--- config.mk ---
export PLATFORM = sky130hd
export DESIGN_NAME = sipo_deserializer_flat
export DESIGN_NICKNAME = d
export VERILOG_FILES = /design/src/rtl/sipo_deserializer_if.sv /design/src/rtl/sipo_deserializer.sv /design/src/flat_wrapper.sv
export SDC_FILE = /design/constraint.sdc
export NUM_CORES = 1
export LEC_CHECK = 0
export BUFFER_PORTS_ARGS = -buffer_cell sky130_fd_sc_hd__buf_2
export CORE_MARGIN = 4
export CORE_UTILIZATION = 44
export CTS_CLUSTER_SIZE = 20
export DETAILED_ROUTE_END_ITERATION = 7
export PLACE_DENSITY_LB_ADDON = 0.08
export SLEW_MARGIN = 20
export SYNTH_ARGS = -nofsm -noshare
export SYNTH_HDL_FRONTEND = slang
export SYNTH_SLANG_ARGS = --single-unit
--- constraint.sdc ---
create_clock -name clk -period 1.4 [get_ports clk]
set_clock_uncertainty 0.15 [all_clocks]
set_input_delay 0.28 -clock clk [delete_from_list [all_inputs] [get_ports clk]]
set_output_delay 0.28 -clock clk [all_outputs]
set_load 0.05 [all_outputs]
--- src/rtl/sipo_deserializer_if.sv ---
// Serial-in / parallel-out handshake bundle: serial input side plus valid/ready word output.
// The receiver takes the slave modport; the driving environment takes the master modport.
interface sipo_deserializer_if #(
  parameter int unsigned WIDTH = 4,
  parameter int unsigned CNT_W = 3
);
  logic             clr;
  logic             sin;
  logic             sin_valid;
  logic             msb_first;
  logic [WIDTH-1:0] dout;
  logic             dout_valid;
  logic             dout_ready;
  logic [CNT_W-1:0] bit_cnt;
  logic             overrun;

  modport master (
    output clr, sin, sin_valid, msb_first, dout_ready,
    input  dout, dout_valid, bit_cnt, overrun
  );

  modport slave (
    input  clr, sin, sin_valid, msb_first, dout_ready,
    output dout, dout_valid, bit_cnt, overrun
  );
endinterface

--- src/rtl/sipo_deserializer.sv ---
// Rebuilds a WIDTH-bit word from a serial stream (MSB- or LSB-first) and offers it on a
// valid/ready port; a word completing while the previous one is still unconsumed is dropped.
module sipo_deserializer #(
  parameter int unsigned WIDTH = 4,
  parameter int unsigned CNT_W = 3
) (
  input logic                 clk,
  input logic                 rst_n,
  sipo_deserializer_if.slave  bus
);

  typedef enum logic [0:0] {StIdle, StShift} state_e;

  localparam logic [CNT_W-1:0] LastCnt = CNT_W'(WIDTH - 1);
  localparam logic [CNT_W-1:0] OneCnt  = CNT_W'(1);

  state_e           r_state;
  logic             r_dir;
  logic [WIDTH-1:0] r_shreg;
  logic [CNT_W-1:0] r_bit_cnt;
  logic [WIDTH-1:0] r_dout;
  logic             r_dout_valid;
  logic             r_overrun;

  logic             w_dir;
  logic [WIDTH-1:0] w_shreg_nxt;
  logic             w_done;
  logic             w_accept;

  // The first bit of a word uses the live msb_first; later bits use the latched direction.
  assign w_dir       = (r_state == StIdle) ? bus.msb_first : r_dir;
  assign w_shreg_nxt = w_dir ? {r_shreg[WIDTH-2:0], bus.sin} : {bus.sin, r_shreg[WIDTH-1:1]};
  assign w_done      = bus.sin_valid && (r_bit_cnt == LastCnt);
  assign w_accept    = r_dout_valid && bus.dout_ready;

  always_ff @(posedge clk or negedge rst_n) begin
    if (!rst_n) begin
      r_state      <= StIdle;
      r_dir        <= 1'b1;
      r_shreg      <= '0;
      r_bit_cnt    <= '0;
      r_dout       <= '0;
      r_dout_valid <= 1'b0;
      r_overrun    <= 1'b0;
    end else if (bus.clr) begin
      r_state      <= StIdle;
      r_dir        <= 1'b1;
      r_shreg      <= '0;
      r_bit_cnt    <= '0;
      r_dout       <= '0;
      r_dout_valid <= 1'b0;
      r_overrun    <= 1'b0;
    end else begin
      if (bus.sin_valid) begin
        r_shreg <= w_shreg_nxt;
        unique case (r_state)
          StIdle: begin
            r_dir     <= bus.msb_first;
            r_state   <= StShift;
            r_bit_cnt <= OneCnt;
          end
          StShift: begin
            if (w_done) begin
              r_state   <= StIdle;
              r_bit_cnt <= '0;
            end else begin
              r_bit_cnt <= r_bit_cnt + OneCnt;
            end
          end
          default: begin
            r_state   <= StIdle;
            r_bit_cnt <= '0;
          end
        endcase
      end

      // Output slot is free if empty or being consumed on this same edge.
      if (w_done) begin
        if (!r_dout_valid || bus.dout_ready) begin
          r_dout       <= w_shreg_nxt;
          r_dout_valid <= 1'b1;
        end else begin
          r_overrun <= 1'b1;
        end
      end else if (w_accept) begin
        r_dout_valid <= 1'b0;
      end
    end
  end

  assign bus.dout       = r_dout;
  assign bus.dout_valid = r_dout_valid;
  assign bus.bit_cnt    = r_bit_cnt;
  assign bus.overrun    = r_overrun;

endmodule

--- src/flat_wrapper.sv ---
// flat-port wrapper written by rule: the top's interface ports become plain ports
module sipo_deserializer_flat 
#(
  parameter int unsigned WIDTH = 4,
  parameter int unsigned CNT_W = 3
)
  (clk, rst_n, bus_clr, bus_sin, bus_sin_valid, bus_msb_first, bus_dout_ready, bus_dout, bus_dout_valid, bus_bit_cnt, bus_overrun);
  sipo_deserializer_if #(.WIDTH(WIDTH), .CNT_W(CNT_W)) bus_i ();
  input logic clk;
  input logic rst_n;
  input wire logic [$bits(bus_i.clr)-1:0] bus_clr;
  input wire logic [$bits(bus_i.sin)-1:0] bus_sin;
  input wire logic [$bits(bus_i.sin_valid)-1:0] bus_sin_valid;
  input wire logic [$bits(bus_i.msb_first)-1:0] bus_msb_first;
  input wire logic [$bits(bus_i.dout_ready)-1:0] bus_dout_ready;
  output wire logic [$bits(bus_i.dout)-1:0] bus_dout;
  output wire logic [$bits(bus_i.dout_valid)-1:0] bus_dout_valid;
  output wire logic [$bits(bus_i.bit_cnt)-1:0] bus_bit_cnt;
  output wire logic [$bits(bus_i.overrun)-1:0] bus_overrun;
  assign bus_i.clr = bus_clr;
  assign bus_i.sin = bus_sin;
  assign bus_i.sin_valid = bus_sin_valid;
  assign bus_i.msb_first = bus_msb_first;
  assign bus_i.dout_ready = bus_dout_ready;
  assign bus_dout = bus_i.dout;
  assign bus_dout_valid = bus_i.dout_valid;
  assign bus_bit_cnt = bus_i.bit_cnt;
  assign bus_overrun = bus_i.overrun;
  sipo_deserializer #(.WIDTH(WIDTH), .CNT_W(CNT_W)) u_core (.clk(clk), .rst_n(rst_n), .bus(bus_i));
endmodule
# [After elaboration in Yosys (flattened, before gate mapping)]
# Cells that the tools add are included.
[word_totals] register_bits=15 in_bits=7 out_inout_bits=9 elab_cells=47
[classes] add_sub_neg=1 n_eq_ne=3 n_mux=24 bitwise=1 reduce_logical=11
[op_table] operator="4-bit two-way mux" count=6
[op_table] operator="1-bit two-way mux" count=13
[op_table] operator="3-bit two-way mux" count=3
[op_table] operator="3-bit case mux with 2 select lines" count=1
[op_table] operator="2-bit AND reduction" count=3
[op_table] operator="2-bit nonzero test" count=3
[op_table] operator="3-bit by 1-bit adder with 3-bit output (second input constant)" count=1
[op_table] operator="3-bit by 2-bit == test with 1-bit output (second input constant)" count=1
[op_table] operator="3-bit != test (second input constant)" count=1
[op_table] operator="3-bit nonzero test" count=1
[op_table] operator="1-bit logical AND" count=2
[op_table] operator="2-bit != test (second input constant)" count=1
[op_table] operator="1-bit case mux with 2 select lines" count=1
[op_table] operator="1-bit logical NOT" count=1
[op_table] operator="1-bit logical OR" count=1
[op_table] operator="1-bit inverter" count=1

# [Longest topological paths before layout]
# Gate-level depths: netlist of run 1.
[logic_depth] depth_word=6 mapped_depth=5 mapped_depth_nobuf=4

# [Least setup slack after synthesis of run 1]
# OpenSTA, ideal clock, no wires.
[synth_path] path_type="reg-to-reg" from="register u_core.r_bit_cnt[0], in the netlist u_core.bus.bit_cnt[0]" to="register u_core.r_dout[0], in the netlist u_core.bus.dout[0]" setup_time_ns=0.094 t_arrival_ns=1.540 required_ns=1.156 setup_slack_ns=-0.384 stages_incl_launch_ff=6 n_path_buf=1 synth_period_minus_slack_ns=1.784 path_cell_list="dfrtp_1 > ha_1 > and3b_1 > clkbuf_1 > and2_4 > a211oi_1"
[synth_between] elab_chain_len=4
[synth_rtl] element="start, declared" line="sipo_deserializer.sv:20" rtl="logic [CNT_W-1:0] r_bit_cnt;"
[synth_rtl] element="start signal, assigned" line="sipo_deserializer.sv:60" rtl="r_bit_cnt <= OneCnt;"
[synth_rtl] element="start signal, assigned" line="sipo_deserializer.sv:67" rtl="r_bit_cnt <= r_bit_cnt + OneCnt;"
[synth_rtl] element="3-bit by 2-bit == test with 1-bit output" line="sipo_deserializer.sv:33" rtl="assign w_done = bus.sin_valid && (r_bit_cnt == LastCnt);"
[synth_rtl] element="1-bit logical AND" line="sipo_deserializer.sv:33"
[synth_rtl] element="2-bit nonzero test (no line)"
[synth_rtl] element="2-bit AND reduction (no line)"
[synth_rtl] element="end signal, assigned" line="sipo_deserializer.sv:80" rtl="r_dout <= w_shreg_nxt;"
[synth_rtl] element="end, declared" line="sipo_deserializer.sv:21" rtl="logic [WIDTH-1:0] r_dout;"
# Every way passes these cells.
# A chain may end at the register's enable or synchronous reset.

# [Worst setup path after layout of run 1]
[layout_path] from="register u_core.r_state" to="register u_core.r_dout[3], in the netlist u_core.bus.dout[3]"
[layout_between] elab_chain_len=5
[layout_rtl] element="start, declared" line="sipo_deserializer.sv:17" rtl="state_e r_state;"
[layout_rtl] element="start signal, assigned" line="sipo_deserializer.sv:38" rtl="r_state <= StIdle;"
[layout_rtl] element="start signal, assigned" line="sipo_deserializer.sv:46" rtl="r_state <= StIdle;"
[layout_rtl] element="start signal, assigned" line="sipo_deserializer.sv:59" rtl="r_state <= StShift;"
[layout_rtl] element="1-bit two-way mux" line="sipo_deserializer.sv:31" rtl="assign w_dir = (r_state == StIdle) ? bus.msb_first : r_dir;"
[layout_rtl] element="4-bit two-way mux" line="sipo_deserializer.sv:32" rtl="assign w_shreg_nxt = w_dir ? {r_shreg[WIDTH-2:0], bus.sin} : {bus.sin, r_shreg[WIDTH-1:1]};"
[layout_rtl] element="4-bit two-way mux" line="sipo_deserializer.sv:79" rtl="if (!r_dout_valid || bus.dout_ready) begin"
[layout_rtl] element="4-bit two-way mux" line="sipo_deserializer.sv:78" rtl="if (w_done) begin"
[layout_rtl] element="4-bit two-way mux" line="sipo_deserializer.sv:45" rtl="end else if (bus.clr) begin"
# Every way passes these cells. The select of a mux whose other input is x is not followed.

==> results.py, run 1 <==
metrics = {
    "run_status": {
        "status": "complete, but fails checks",
        "violations": "negative setup slack",
    },
    "timing": {
        "max_freq_mhz": 671.8,
        "min_period_over_period": 1.063,
        "finalHoldViolations": 0,
        "tightest_slew_ns": 0.3102,
        "drv_slew": 0,
        "setup_viol": 12,
        "setup_slack_ns": -0.08848,
        "rsz0062_at_grt": "yes",
        "slew-limit-headroom": 0.7888,
        "min_period_ns": 1.488,
        "holdWs_ns": 0.1747,
    },
    "clocking": {
        "numCtsBuffers": 3,
        "clk_pin_slew_ns": 0.09,
        "numClockSinks": 15,
        "cts_tree": "done",
        "root_buffer": "clkbuf_4",
        "clock_path_buffers": 2,
        "clock_latency_ns": 0.27,
        "h-tree-depth": 1,
    },
    "yosys": {
        "synth_seq_area_share": 0.5433,
        "ys_types": 21,
        "synth-simple-area-share": 0.1354,
        "synth-seq-cells": 15,
        "synth-adder-area-share": 0.01805,
        "synth_mux_area_frac": 0.09025,
        "syn_inst": 62,
        "yosys_warnings": 0,
        "syn-cell-area_um2": 693.2,
        "synth-compound-area-share": 0.1841,
        "synth_xor_area_frac": 0,
        "avgSynthCellArea_um2": 11.18,
        "synth_nets": 70,
        "synth_top_family_by_area": "compound AO/OA/AOI/OAI gates",
    },
    "floorplanning": {
        "die_w_um": 47.69,
        "core.rowCount": 14,
        "start_util": 0.4655,
        "ios": 16,
        "core-area_um2": 1489,
        "die_h_um": 47.69,
        "dieArea_um2": 2274,
    },
    "critical_path": {
        "required_ns": 1.40,
        "cp_slowest_stage_delay_ns": 0.41,
        "slowest_stage": "dfrtp_1",
        "crit_path_end_kind": "register",
        "crit_arrival_ns": 1.49,
        "path_buf_inv": 0,
        "crit_chain": "mux2i_4, mux2i_2, a211oi_2",
        "path_delay_family": "multiplexers",
        "critPathMaxFanout": 5,
        "critPathLaunchType": "register",
        "path_class": "register to register",
    },
    "route": {
        "antenna_left": 0,
        "drt_pass1_iterations": 1,
        "wl_met2_um": 754,
        "routed_via_density": 5.373,
        "drc": 0,
        "wirelength_mm": 1.566,
        "met1_length_um": 738,
        "vias": 548,
        "top_layer_used": "met4",
        "drt_first_iter_violations": 0,
        "wl_met3_um": 60,
        "routedWlPerCell_um": 15.35,
    },
    "global_route": {
        "grt_pass1_vias": 584,
        "grt_first_pass_wirelength_mm": 2.622,
        "grt_overflow_total": 0,
        "grt_usage": 0.1676,
        "grt_antenna_before_repair": 0,
        "grt_max_degree": 16,
    },
    "pwr": {
        "p_per_area_nw_per_um2": 893.1,
        "peakVddDrop_mv": 0.5612,
        "power_mw": 0.8549,
        "leakage_nw": 0.4445,
    },
    "job": {
        "drv_cap": 0,
    },
    "cells_and_area": {
        "antenna_cells": 0,
        "final_nets": 95,
        "final_cell_mix": "buf_2 (12), dfrtp_1 (12), nor2_1 (8), a21oi_1 (6)",
        "final_util": 0.6429,
        "fillers": 129,
        "drive_gt1_frac": 0.5000,
        "syn_to_final_growth_pct": 38.09,
        "design_area_um2": 957.2,
    },
    "placement": {
        "dpl.hpwl_mm": 1.072,
        "placed_area_um2": 852.1,
        "io_buffers": 15,
        "place_congestion": 0.6672,
    },
    "min_path": {
        "hold_path.class": "input port to register",
    },
}
-- flip-flops by register name, indices dropped and copies added (netlist names) --
signal,flops
u_core.bus.dout,4
u_core.bus.dout_valid,1
u_core.r_dir,1
u_core.bus.bit_cnt,3
u_core.r_state,1
u_core.r_shreg,4
u_core.bus.overrun,1
-- final cells by class --
class / count / area (um2) / area share
Multi-Input combinational cell: 42 / 349.1 / 0.3647
Timing Repair Buffer: 24 / 178.9 / 0.1869
Sequential cell: 15 / 379.1 / 0.3961
Tap cell: 16 / 20.02 / 0.02092
Clock buffer: 4 / 26.28 / 0.02745
Inverter: 1 / 3.754 / 0.003922
-- synthesized netlist by cell type --
cell,count,area (um2)
and3b_1,2,17.52
inv_1,1,3.750
a21oi_1,7,35.03
mux2i_1,4,40.04
nand4_1,1,6.260
nand2b_1,2,12.51
dfrtp_1,14,350.3
or2_2,1,6.260
nand3b_1,1,7.510
and2_4,1,8.760
mux2i_4,1,22.52
clkbuf_1,3,11.26
o211a_1,1,10.01
a211oi_1,9,67.56
o21ai_0,1,5.000
dfstp_2,1,26.28
o21ba_2,1,10.01
ha_1,1,12.51
nor3_1,1,5.000
buf_2,1,5.000
nor2_1,8,30.03
-- tightest hold or removal path: cells and delay by family --
kind            cells  cell delay [ns]
buf+inv             1             0.14
simple gates        1             0.09
compound gates      1             0.06
-- metrics by stage --
| step | instances | TNS (ns) | setup slack (ns) |
|---|---|---|---|
| after floorplan | 62 | -1.062 | -0.1938 |
| after global placement | 95 | -0.2491 | -0.05231 |
| after detailed placement | 95 | -0.4484 | -0.09068 |
| after CTS | 101 | -0.6263 | -0.07979 |
| after global routing | 102 | -1.410 | -0.1552 |
| final | 102 | -0.6659 | -0.08848 |
-- repair_timing --
item,in CTS,in global routing
setup endpoints to repair,11,14
hold buffers,1,0
resized for setup,10,6
endpoints found under the hold margin,14,0
pin swaps,3,2
buffers inserted,1,1
-- logic make-up after synthesis --
group	Yosys count
AO/OA/AOI/OAI	19
adder cells (fa/ha/maj)	1
AND/OR/NAND/NOR	17
buffers and inverters	5
multiplexers	5
flip-flops	15
-- routing by layer --
layer,global-route usage,vias to the layer above
li1,-,275
met1,0.2075,262
met2,0.2850,9
met3,0.03383,2
met4,0.06452,0
met5,0,-
-- path summary, 6_finish.rpt --
kind | slack, ns | cells past startpoint | end | from
max reg2reg | -0.09 | 3 | u_core.bus.dout[3] | u_core.r_state
min reg2reg | 0.42 | 1 | u_core.bus.bit_cnt[2] | u_core.bus.bit_cnt[2]
max in group asynchronous | 0.52 | 2 | u_core.r_dir | rst_n
max | -0.09 | 3 | u_core.bus.dout[3] | u_core.r_state
min in group asynchronous | 0.29 | 2 | u_core.bus.bit_cnt[2] | rst_n
min | 0.17 | 3 | u_core.bus.bit_cnt[1] | bus_sin_valid
-- power by group --
group	internal (mW)	switching, mW
registers	0.450	0.0155
clock network	0.110	0.130
logic	0.0699	0.0789
total	0.630	0.224
Power figures use the tool's default switching activity.
==> run 2: changes to the inputs <==
MAX_ROUTING_LAYER = met4   (was default)
TNS_END_PERCENT = 20   (was default)
==> results.py, run 2 (synthesized netlist as in run 1, its figures left out) <==
metrics = {
    "route": {
        "antenna_left": 0,
        "vias": 566,
        "routed_via_density": 5.495,
        "drc": 0,
        "drt_pass1_iterations": 3,
        "routedWlPerCell_um": 15.96,
        "drt_first_iter_violations": 5,
        "wirelength_mm": 1.644,
    },
    "min_path": {
        "whs_path_depth": 3,
        "hold_path.class": "input port to register",
        "min_to": "u_core.bus.bit_cnt[2]",
        "hp-start": "bus_sin_valid",
    },
    "pwr": {
        "p_per_area_nw_per_um2": 906.2,
        "leakage_nw": 0.4425,
        "peakVddDrop_mv": 0.8035,
        "power_mw": 0.8674,
    },
    "clocking": {
        "clock_path_buffers": 2,
        "clk_pin_slew_ns": 0.10,
        "clock_latency_ns": 0.28,
        "root_buffer": "clkbuf_4",
        "cts_tree": "done",
        "numClockSinks": 15,
        "h-tree-depth": 1,
        "numCtsBuffers": 3,
    },
    "global_route": {
        "grt_antenna_before_repair": 0,
        "grt_max_degree": 16,
        "grt_pass1_vias": 573,
        "grt_usage": 0.1793,
        "grt_overflow_total": 0,
        "grt_first_pass_wirelength_mm": 2.663,
    },
    "timing": {
        "drv_slew": 0,
        "rsz0062_at_grt": "yes",
        "min_period_over_period": 1.065,
        "setup_viol": 11,
        "slew-limit-headroom": 0.7735,
        "setup_slack_ns": -0.09052,
        "tns_ns": -0.6969,
        "tightest_slew_ns": 0.3397,
        "max_freq_mhz": 670.9,
        "finalHoldViolations": 0,
        "min_period_ns": 1.491,
    },
    "cells_and_area": {
        "layoutNonFillerInstCount": 103,
        "syn_to_final_growth_pct": 38.09,
        "drive_gt1_frac": 0.5172,
        "design_area_um2": 957.2,
        "final_cell_mix": "dfrtp_1 (12), buf_2 (11), buf_4 (9), nor2_1 (8), a21oi_1 (7)",
        "final_nets": 96,
        "antenna_cells": 0,
        "final_common_cell": "dfrtp_1",
    },
    "critical_path": {
        "critPathMaxFanout": 7,
        "required_ns": 1.41,
        "crit_path_end_kind": "register",
        "reg2reg_to": "u_core.bus.dout[1]",
        "path_class": "register to register",
        "timing.rr.start": "u_core.bus.bit_cnt[0]",
        "reg2reg_depth": 5,
        "r2r_slack_ns": -0.09,
        "crit_arrival_ns": 1.50,
        "critPathLaunchType": "register",
    },
    "floorplanning": {
        "dieArea_um2": 2274,
        "ios": 16,
        "die_h_um": 47.69,
        "die_w_um": 47.69,
        "core.rowCount": 14,
        "core-area_um2": 1489,
        "start_util": 0.4655,
    },
    "placement": {
        "place_congestion": 0.6918,
        "dpl.hpwl_mm": 1.132,
        "pre_cts_ws_ns": -0.1121,
        "placed_area_um2": 847.1,
        "dp.cells": 95,
        "io_buffers": 15,
    },
    "run_status": {
        "violations": "negative setup slack",
        "status": "complete, but fails checks",
    },
    "job": {
        "drv_cap": 0,
    },
}
[run 2: metal layers]
metal | track usage | wire length (um) | vias to the layer above
met2 | 0.2744 | 836 | 9
met4 | 0.04839 | 12 | 0
met1 | 0.2429 | 739 | 281
met3 | 0.03383 | 55 | 2
met5 | - | 0 | -
li1 | - | - | 274
[run 2: power breakdown]
part	internal [mW]	switching, mW
Clock	0.108	0.148
Combinational	0.0666	0.0790
Sequential	0.450	0.0156
Total	0.625	0.242
[run 2: area by class of cell]
type,count,area (um2)
fillers,128,531.8
clock inverters,1,7.507
inverters,1,3.754
flip-flops and latches,15,379.1
clock buffers,3,22.52
well taps,16,20.02
repair buffers,25,177.7
multi-input cells,42,346.6
[run 2: critical path, stage by stage (launching register included)]
cell and delay, ns:
dfrtp_2 0.44, ha_4 0.16, and3b_2 0.26, buf_4 0.15
a21oi_1 0.14, a211oi_2 0.07
[run 2: repair_timing]
action	CTS	global route
resized for setup	9	6
endpoints found under the setup margin	11	17
endpoints found under the hold margin	14	0
pin swaps	0	5
hold buffers	1	0
setup buffers	1	2
[run 2: worst max path at each step]
| stage | slack [ns] | startpoint | endpoint | cells after the start |
|---|---|---|---|---|
| 2_1_floorplan | -0.19 | u_core.bus.bit_cnt[0] | u_core.bus.bit_cnt[0] | 5 |
| 3_3_place_gp | -0.06 | u_core.bus.bit_cnt[1] | u_core.bus.dout[3] | 4 |
| 4_1_cts | -0.09 | u_core.r_state | u_core.r_shreg[3] | 3 |
| 5_1_grt | -0.15 | u_core.r_state | u_core.r_shreg[1] | 3 |
| 6_report | -0.09 | u_core.bus.bit_cnt[0] | u_core.bus.dout[1] | 5 |
| 3_5_place_dp | -0.11 | u_core.bus.bit_cnt[1] | u_core.bus.dout[3] | 4 |
[run 2: stage by stage]
step / hold slack [ns] / util
after floorplan: -0.1656 / -
after global placement: 0.05557 / 0.5689
after detailed placement: 0.05236 / 0.5689
after CTS: 0.1977 / 0.6210
after global routing: 0.2196 / 0.6429
final: 0.2026 / 0.6429
